<file path="src/rtl/inst_fetch_unit.sv">
// -----------------------------------------------------------------------------
// inst_fetch_unit
//   Instruction fetch stage for the multi-cycle data-processing core. Holds the
//   program counter (PC) and instruction register (IR), fetches from a
//   variable-latency instruction memory over a req/ack handshake, and evaluates
//   the ARM condition field of the held instruction against the core's NZCV.
//
//   Ports
//     clk        in   1       clock, all state updates on posedge
//     Rst        in   1       asynchronous, active-high reset
//     Write_PC   in   1       increment PC when the accompanying fetch completes
//     Write_IR   in   1       start a fetch at the current PC
//     NZCV       in   4       core flags: [3]=N [2]=Z [1]=C [0]=V
//     mem_req    out  1       fetch request to instruction memory
//     mem_addr   out  ADDR_W  fetch word address (= PC)
//     mem_ack    in   1       memory: mem_rdata valid this cycle
//     mem_rdata  in   32      fetched instruction word
//     Inst_addr  out  ADDR_W  current PC
//     IR         out  32      held instruction word
//     ir_valid   out  1       IR holds a completed fetch
//     flag       out  1       ir_valid AND condition of IR[31:28] passes
//     busy       out  1       fetch in progress
//     fetch_err  out  1       one-cycle pulse: fetch aborted on timeout
// -----------------------------------------------------------------------------
module inst_fetch_unit #(
  parameter int                 ADDR_W   = 6,
  parameter logic [ADDR_W-1:0]  RESET_PC = {ADDR_W{1'b0}},
  parameter int                 TIMEOUT  = 15
) (
  input  logic              clk,
  input  logic              Rst,
  input  logic              Write_PC,
  input  logic              Write_IR,
  input  logic [3:0]        NZCV,
  output logic              mem_req,
  output logic [ADDR_W-1:0] mem_addr,
  input  logic              mem_ack,
  input  logic [31:0]       mem_rdata,
  output logic [ADDR_W-1:0] Inst_addr,
  output logic [31:0]       IR,
  output logic              ir_valid,
  output logic              flag,
  output logic              busy,
  output logic              fetch_err
);

  localparam logic [1:0] ST_IDLE = 2'd0;
  localparam logic [1:0] ST_REQ  = 2'd1;
  localparam logic [1:0] ST_HOLD = 2'd2;

  // Counter must be able to hold TIMEOUT-1; at least one bit wide.
  localparam int CNT_W = (TIMEOUT > 1) ? $clog2(TIMEOUT) : 1;
  localparam logic [CNT_W-1:0] CNT_LAST = CNT_W'(TIMEOUT - 1);
  localparam logic [CNT_W-1:0] CNT_ONE  = CNT_W'(1);
  localparam logic [ADDR_W-1:0] PC_ONE  = ADDR_W'(1);

  logic [1:0]        state_q,     state_d;
  logic [ADDR_W-1:0] pc_q,        pc_d;
  logic [31:0]       ir_q,        ir_d;
  logic              ir_valid_q,  ir_valid_d;
  logic              mem_req_q,   mem_req_d;
  logic              fetch_err_q, fetch_err_d;
  logic              pc_inc_q,    pc_inc_d;
  logic [CNT_W-1:0]  cnt_q,       cnt_d;

  // ARM condition-code evaluation against flags {N,Z,C,V}.
  function automatic logic cond_pass(input logic [3:0] cond, input logic [3:0] nzcv);
    logic n, z, c, v;
    n = nzcv[3];
    z = nzcv[2];
    c = nzcv[1];
    v = nzcv[0];
    case (cond)
      4'h0:    cond_pass = z;
      4'h1:    cond_pass = ~z;
      4'h2:    cond_pass = c;
      4'h3:    cond_pass = ~c;
      4'h4:    cond_pass = n;
      4'h5:    cond_pass = ~n;
      4'h6:    cond_pass = v;
      4'h7:    cond_pass = ~v;
      4'h8:    cond_pass = c & ~z;
      4'h9:    cond_pass = ~c | z;
      4'hA:    cond_pass = (n == v);
      4'hB:    cond_pass = (n != v);
      4'hC:    cond_pass = ~z & (n == v);
      4'hD:    cond_pass = z | (n != v);
      4'hE:    cond_pass = 1'b1;
      default: cond_pass = 1'b0;
    endcase
  endfunction

  // Next-state logic for the IDLE/REQ/HOLD fetch controller.
  always_comb begin
    state_d     = state_q;
    pc_d        = pc_q;
    ir_d        = ir_q;
    ir_valid_d  = ir_valid_q;
    mem_req_d   = mem_req_q;
    fetch_err_d = 1'b0;
    pc_inc_d    = pc_inc_q;
    cnt_d       = cnt_q;
    case (state_q)
      ST_IDLE, ST_HOLD: begin
        // Write_PC on its own does nothing; it only qualifies a fetch.
        if (Write_IR) begin
          state_d    = ST_REQ;
          mem_req_d  = 1'b1;
          pc_inc_d   = Write_PC;
          cnt_d      = {CNT_W{1'b0}};
          ir_valid_d = 1'b0;
        end else begin
          state_d    = state_q;
        end
      end
      ST_REQ: begin
        // An ack on the final timeout cycle still completes the fetch.
        if (mem_ack) begin
          ir_d       = mem_rdata;
          ir_valid_d = 1'b1;
          mem_req_d  = 1'b0;
          state_d    = ST_HOLD;
          if (pc_inc_q) begin
            pc_d = pc_q + PC_ONE;
          end else begin
            pc_d = pc_q;
          end
        end else if (cnt_q == CNT_LAST) begin
          mem_req_d   = 1'b0;
          fetch_err_d = 1'b1;
          state_d     = ST_IDLE;
        end else begin
          cnt_d = cnt_q + CNT_ONE;
        end
      end
      default: begin
        state_d    = ST_IDLE;
        mem_req_d  = 1'b0;
        ir_valid_d = 1'b0;
      end
    endcase
  end

  // State registers with asynchronous reset.
  always_ff @(posedge clk or posedge Rst) begin
    if (Rst) begin
      state_q     <= ST_IDLE;
      pc_q        <= RESET_PC;
      ir_q        <= 32'h0000_0000;
      ir_valid_q  <= 1'b0;
      mem_req_q   <= 1'b0;
      fetch_err_q <= 1'b0;
      pc_inc_q    <= 1'b0;
      cnt_q       <= {CNT_W{1'b0}};
    end else begin
      state_q     <= state_d;
      pc_q        <= pc_d;
      ir_q        <= ir_d;
      ir_valid_q  <= ir_valid_d;
      mem_req_q   <= mem_req_d;
      fetch_err_q <= fetch_err_d;
      pc_inc_q    <= pc_inc_d;
      cnt_q       <= cnt_d;
    end
  end

  assign mem_req   = mem_req_q;
  assign mem_addr  = pc_q;
  assign Inst_addr = pc_q;
  assign IR        = ir_q;
  assign ir_valid  = ir_valid_q;
  assign busy      = (state_q == ST_REQ);
  assign fetch_err = fetch_err_q;
  // Uses live NZCV so the core sees flag updates without waiting a cycle.
  assign flag      = ir_valid_q & cond_pass(ir_q[31:28], NZCV);

endmodule

</file>
<file path="config.mk">
export PLATFORM = sky130hd
export DESIGN_NAME = inst_fetch_unit
export DESIGN_NICKNAME = d
export VERILOG_FILES = /design/src/rtl/inst_fetch_unit.sv
export SDC_FILE = /design/constraint.sdc
export NUM_CORES = 1
export LEC_CHECK = 0
export ABC_AREA = 1
export ABC_CLOCK_PERIOD_IN_PS = 2560
export BUFFER_PORTS_ARGS = -buffer_cell sky130_fd_sc_hd__buf_2
export CORE_MARGIN = 3
export CORE_UTILIZATION = 45
export CTS_CLUSTER_SIZE = 40
export DETAILED_ROUTE_END_ITERATION = 6
export HOLD_SLACK_MARGIN = 0.02
export PLACE_DENSITY = 0.75
export SLEW_MARGIN = 25
export SYNTH_ARGS = -nofsm -noshare
export SYNTH_HDL_FRONTEND = slang
export SYNTH_SLANG_ARGS = --single-unit
export TNS_END_PERCENT = 5
</file>
<file path="constraint.sdc">
create_clock -name clk -period 2.56 [get_ports clk]
set_input_delay 0.128 -clock clk [delete_from_list [all_inputs] [get_ports clk]]
set_output_delay 0.128 -clock clk [all_outputs]
set_load 0.005 [all_outputs]
</file>
==> results of run 1 <==
timing repair:
action	CTS	global route
resized for setup	0	0
hold endpoints to repair	2	40
setup buffers	0	0
hold buffers	2	1
final timing paths:
kind,from,to,depth (start not counted)
setup / recovery,IR[29],flag,8
hold / removal,mem_rdata[15],IR[15],3
setup reg to reg,state_q[1],Inst_addr[4],7
hold reg to reg,IR[21],IR[21],2
max in group asynchronous,Rst,state_q[1],3
min in group asynchronous,Rst,IR[2],3
worst register-to-register path: stages (launching register included):
cell and delay, ns:
dfrtp_1 0.37, inv_1 0.12, nand2_4 0.10, nor2_8 0.38, nand2_2 0.18, nor2_2 0.15
nand3_1 0.10, xnor2_1 0.13
power by group:
part           switching [µW]  internal, µW  leakage (µW)  total, µW
Sequential                234          1090      0.000603       1320
Clock                     244           221     0.0000516        465
Combinational             691           520      0.000992       1210
Total                    1170          1830       0.00165       3000
logic make-up (layout without fill, tap and decap cells):
kind of cell / after synthesis / count (layout)
adder cells (fa/ha/maj): 3 / 3
flip-flops: 48 / 48
buffers and inverters: 34 / 123
XOR/XNOR: 6 / 6
AO/OA/AOI/OAI: 17 / 17
AND/OR/NAND/NOR: 157 / 157
multiplexers: 1 / 1
placed cells by master (no fill, tap or decap), drive strengths merged:
cell,count
nor2,11
o21a,1
dfrtp,48
xnor2,4
o21ai,11
xor2,2
a21oi,5
buf,90
inv,22
clkbuf,6
nand4,1
nand3b,1
nand2,127
ha,3
mux2,1
or2,1
dlygate4sd3,3
nor3,2
nand3,14
clkinv,2
layout make-up:
cell class / instances / area [µm²] / share of cell area, %
Timing Repair Buffer: 93 / 483 / 17.3
Clock buffer: 6 / 82.6 / 2.96
Multi-Input combinational cell: 184 / 846 / 30.3
Sequential cell: 48 / 1200 / 43.0
Inverter: 22 / 83.8 / 3.00
Tap cell: 65 / 81.3 / 2.91
Clock inverter: 2 / 13.8 / 0.493
stage by stage:
step                utilization (%)  instances  total power (µW)  setup slack [ns]
finish                         61.6        420              3000             0.905
global route                   61.6        420              3310             0.709
CTS                            61.3        419              3050             0.877
detailed placement             58.7        409              2570             0.884
global placement               58.7        409              2530             0.943
floorplan                         -        266              2080              1.27
state kept, by name, summed over array words and instances, names as in the netlist:
register   count
IR            32
Inst_addr      6
cnt_q          4
state_q        2
fetch_err      1
ir_valid       1
mem_req        1
pc_inc_q       1
metal layers:
metal	GRT usage [%]	wire length, µm
met1	21.2	2090
met2	28.1	2060
met3	5.21	405
met4	4.89	45
met5	0	0
==> impl_metrics.ini, run 1 <==
[yosys]
synth_xor_area_share_pct = 2.39
ys_warn_count = 0
syn-num-nets = 310
yosys.area_share.simple_pct = 29.8
syn_avg_cell_area_um2 = 8.27
seq_area_frac_synth_pct = 54.6
synth_top_family_by_area = simple AND/OR/NAND/NOR gates
synthFlopType = dfrtp_1
synth_top_area_share_pct = 54.6
synth-edff-count = 0
yosys.area.top_type = dfrtp_1
synth_common_cells = nand2_1, dfrtp_1, inv_1
synth-compound-area-share_pct = 3.98
synth_cell_type_count = 26
muxShareOfSynthArea_pct = 0.512
syn-instance-count = 266
synth.most_common_cell = nand2_1
synthAdderAreaFrac_pct = 1.71
synth.area.top_cells = dfrtp_1, nand2_1, inv_1, nand3_1, o21ai_0
ys_seq_elements = 48
synthArstFlopShare_pct = 100
mappedNetlistArea_um2 = 2200

[cells_and_area]
drive_gt1_share_pct = 30.7
area_growth_syn_to_layout_pct = 26.8
stdcell_area_um2 = 2790
num-fill-cells = 409
diodes = 0
final_nets = 398

[setup_path]
path_max_fanout = 6
cp_num_buf_inv = 2
path_cells = inv_1 -> nand2_1 -> nor2_1 -> nand3_1 -> nand2_1 -> nor2_1 -> a21oi_1 -> buf_2
worstPathRequired_ns = 2.43
crit_family = flip-flops
max_stage_delay_ns = 0.44
crit_slowest_cell = dfrtp_1
cp_data_arrival_time_ns = 1.53
cp-start-kind = flop
rrSetupSlack_ns = 0.93
critPathKind = flop to output pin
cp-end-kind = output pin

[cts]
worstSkewPairLatency_ns = 0.29
cts_inserted_buffers = 5
cts-root-buf = clkbuf_8
clk_path_buf_depth = 2
clock_sinks = 48
clk_pin_slew_ns = 0.09
htreeDepth = 2
cts_tree = built

[route]
drt-total-wl_mm = 4.60
wl_per_cell_um = 11.0
vias = 1901
drc = 0
vias_per_cell = 4.53
dr.pass1.iters = 6
drt_iter0_drc = 51
antenna_left = 0

[timing]
tightest_slew_ns = 0.796
fin_hold_ws_ns = 0.0272
period_needed_ns = 1.65
fmax_mhz = 604
setup_viol = 0
slew_headroom_pct = 46.9
tns_ns = 0
fin_crit_sh_pct = 64.6
slew_violations = 0
hold_violations = 0
rsz0062_at_grt = no
fin_skew_ns = 0.00660

[floorplan]
die_area_um2 = 5770
initial_core_util_pct = 48.5
io-pin-count = 90
core_um2 = 4530
num_rows = 24
die_h_um = 75.9
die_w_um = 75.9

[grt]
grt_pass1_wl_mm = 8.11
antenna_found_initial = 0
grtUsageTotal_pct = 16.9
grt-ovfl-total = 0
grt_max_degree = 49
grt_pass1_vias = 1865

[placement]
dp.final_hpwl_mm = 3.44
place_area_um2 = 2660
port_buffers = 89
place_congestion = 0.916

[power]
p_per_area_nw_per_um2 = 1070
power_leakage_uw = 0.00165
vdd_drop_max_mv = 0.492

[job]
cap_violations = 0

[hold_path]
min_path_type = input port to flop

[status]
outcome = complete, no violations
No activity file was read; power rests on OpenSTA's default activity.
==> run 2: changes to the inputs <==
ABC_AREA = 0   (was 1)
ABC_CLOCK_PERIOD_IN_PS = 1500   (was 2560)
CORE_UTILIZATION = 43   (was 45)
PLACE_DENSITY = 0.76   (was 0.75)
clock period = 1.5 ns   (was 2.56 ns; I/O delays follow)
==> impl_metrics.ini, run 2 <==
[yosys]
mappedNetlistArea_um2 = 2170
synthArstFlopShare_pct = 100
synth.area.top_cells = dfrtp_1, mux2_2, buf_4, ha_1, nor2_1
syn-num-nets = 218
syn_avg_cell_area_um2 = 12.5
seq_area_frac_synth_pct = 55.4
ys_warn_count = 0
ys_seq_elements = 48
synth.most_common_cell = dfrtp_1
synth_common_cells = dfrtp_1, mux2_2, nor2_1
synth-edff-count = 0
synth_top_area_share_pct = 55.4
syn-instance-count = 174
synthFlopType = dfrtp_1
synth_cell_type_count = 38
yosys.area.top_type = dfrtp_1

[route]
drt_iter0_drc = 46
antenna_left = 0
dr.pass1.iters = 4
vias_per_cell = 4.99
drc = 0
drt-total-wl_mm = 5.48
vias = 1857
wl_per_cell_um = 14.7

[timing]
hold_violations = 0
slew_violations = 0
fin_hold_ws_ns = 0.0331
fmax_mhz = 559
period_needed_ns = 1.79
setup_viol = 3
fin_skew_ns = 0.00848
fin_crit_sh_pct = 119
fin_ws_ns = -0.288
rsz0062_at_grt = yes
slew_headroom_pct = 71.9
tightest_slew_ns = 0.420

[placement]
port_buffers = 89
place_congestion = 0.836
place_area_um2 = 2740
placedCellCount = 326
dp.final_hpwl_mm = 3.46

[cts]
worstSkewPairLatency_ns = 0.30
clk_path_buf_depth = 2
htreeDepth = 2
cts_tree = built
clock_sinks = 48
cts_inserted_buffers = 5
cts-root-buf = clkbuf_8
clk_pin_slew_ns = 0.08

[cells_and_area]
fin_cells = 372
final_nets = 348
final_cell_mix = buf_2, dfrtp_1, mux2_2
num-fill-cells = 344
diodes = 0
area_growth_syn_to_layout_pct = 50.7
final_common_cell = buf_2
drive_gt1_share_pct = 52.1
largest_reg_flops = 32
stdcell_area_um2 = 3270

[power]
power_uw = 5190
vdd_drop_max_mv = 0.950
power_leakage_uw = 0.00157
p_per_area_nw_per_um2 = 1590

[hold_path]
holdPathStages = 2
hold_start = mem_rdata[0]
min_path_type = input port to flop

[setup_path]
crit_slowest_cell = dfrtp_2
cp-startpoint = IR[30]
reg2regPathDepth = 6
crit_family = compound AO/OA/AOI/OAI gates
cp-end-kind = output pin
path_cells = inv_1 -> o41ai_2 -> o221ai_1 -> o211ai_1 -> buf_2
worstPathRequired_ns = 1.42
cp-start-kind = flop
max_stage_delay_ns = 0.50
path_max_fanout = 8
cp_num_cells = 5
cp_num_buf_inv = 2
cp_data_arrival_time_ns = 1.71
rrSetupSlack_ns = -0.03
critPathKind = flop to output pin
r2r_start = cnt_q[0]

[floorplan]
die_h_um = 77.0
core_um2 = 4790
die_area_um2 = 5930
num_rows = 25
io-pin-count = 90
die_w_um = 77.0
initial_core_util_pct = 45.3

[grt]
grt_pass1_wl_mm = 9.23
grtUsageTotal_pct = 19.4
grt_pass1_vias = 1938
grt-ovfl-total = 0
antenna_found_initial = 0
grt_max_degree = 31

[status]
violations = negative setup slack
outcome = complete, but fails checks

[job]
cap_violations = 0
run 2: cell count changes after synthesis, moves of 6 or more:
cell / before / now
nand3_1: 14 / 6
nand2_1: 124 / 7
mux2_2: 1 / 34
inv_1: 20 / 7
o21ai_0: 11 / 5
run 2: metrics by stage:
stage	TNS [ns]	utilization (%)	setup WS, ns
4_1_cts	-0.270	67.1	-0.220
6_report	-0.323	68.3	-0.288
3_5_place_dp	-0.0316	57.2	-0.0316
5_1_grt	-0.665	68.3	-0.377
2_1_floorplan	0	-	0.0168
3_3_place_gp	0	57.2	0.0663
run 2: power by group:
part / leakage (µW) / switching, µW / internal (µW) / total [µW]
registers: 0.000577 / 444 / 1810 / 2250
clock network: 0.0000552 / 416 / 495 / 911
logic: 0.000938 / 808 / 1210 / 2020
total: 0.00157 / 1670 / 3520 / 5190
run 2: cell families after synthesis:
| kind of cell | synth area share [%] |
|---|---|
| compound gates | 6.98 |
| fa+ha+maj | 1.73 |
| flops | 55.4 |
| simple gates | 10.3 |
| buf+inv | 5.02 |
| xor+xnor | 2.42 |
| mux | 18.1 |
run 2: worst register-to-register path, cell delays in order, from the launching register on:
cell and delay (ns):
dfrtp_1 0.36, inv_2 0.07, ha_4 0.17, a311oi_4 0.28, a21oi_2 0.12, or3_1 0.31
a21oi_1 0.14
run 2: worst paths after layout:
path / to
hold / removal: IR[0]
min in group asynchronous: IR[8]
setup reg to reg: cnt_q[2]
max in group asynchronous: state_q[1]
setup / recovery: flag
hold reg to reg: Inst_addr[5]
run 2: repair_timing:
item,4_1_cts,5_1_grt
hold endpoints to repair,48,2
setup endpoints to repair,3,15
hold buffers,31,2
setup buffers,5,0
pin swaps,3,1
resized for setup,8,8
run 2: cell type report:
class / instances / area [µm²] / area share [%]
clock buffer: 6 / 72.6 / 2.22
clock inverter: 2 / 35.0 / 1.07
inverter: 7 / 26.3 / 0.804
multi-input combinational: 105 / 922 / 28.2
sequential: 48 / 1210 / 36.9
tap: 67 / 83.8 / 2.57
timing repair buffer: 137 / 921 / 28.2
run 2: metal layers:
layer  GRT usage [%]  part of all wire, %
met1            22.0                   39
met2            36.1                   54
met3            4.46                  5.8
met4            5.52                  1.3
met5               0                    0
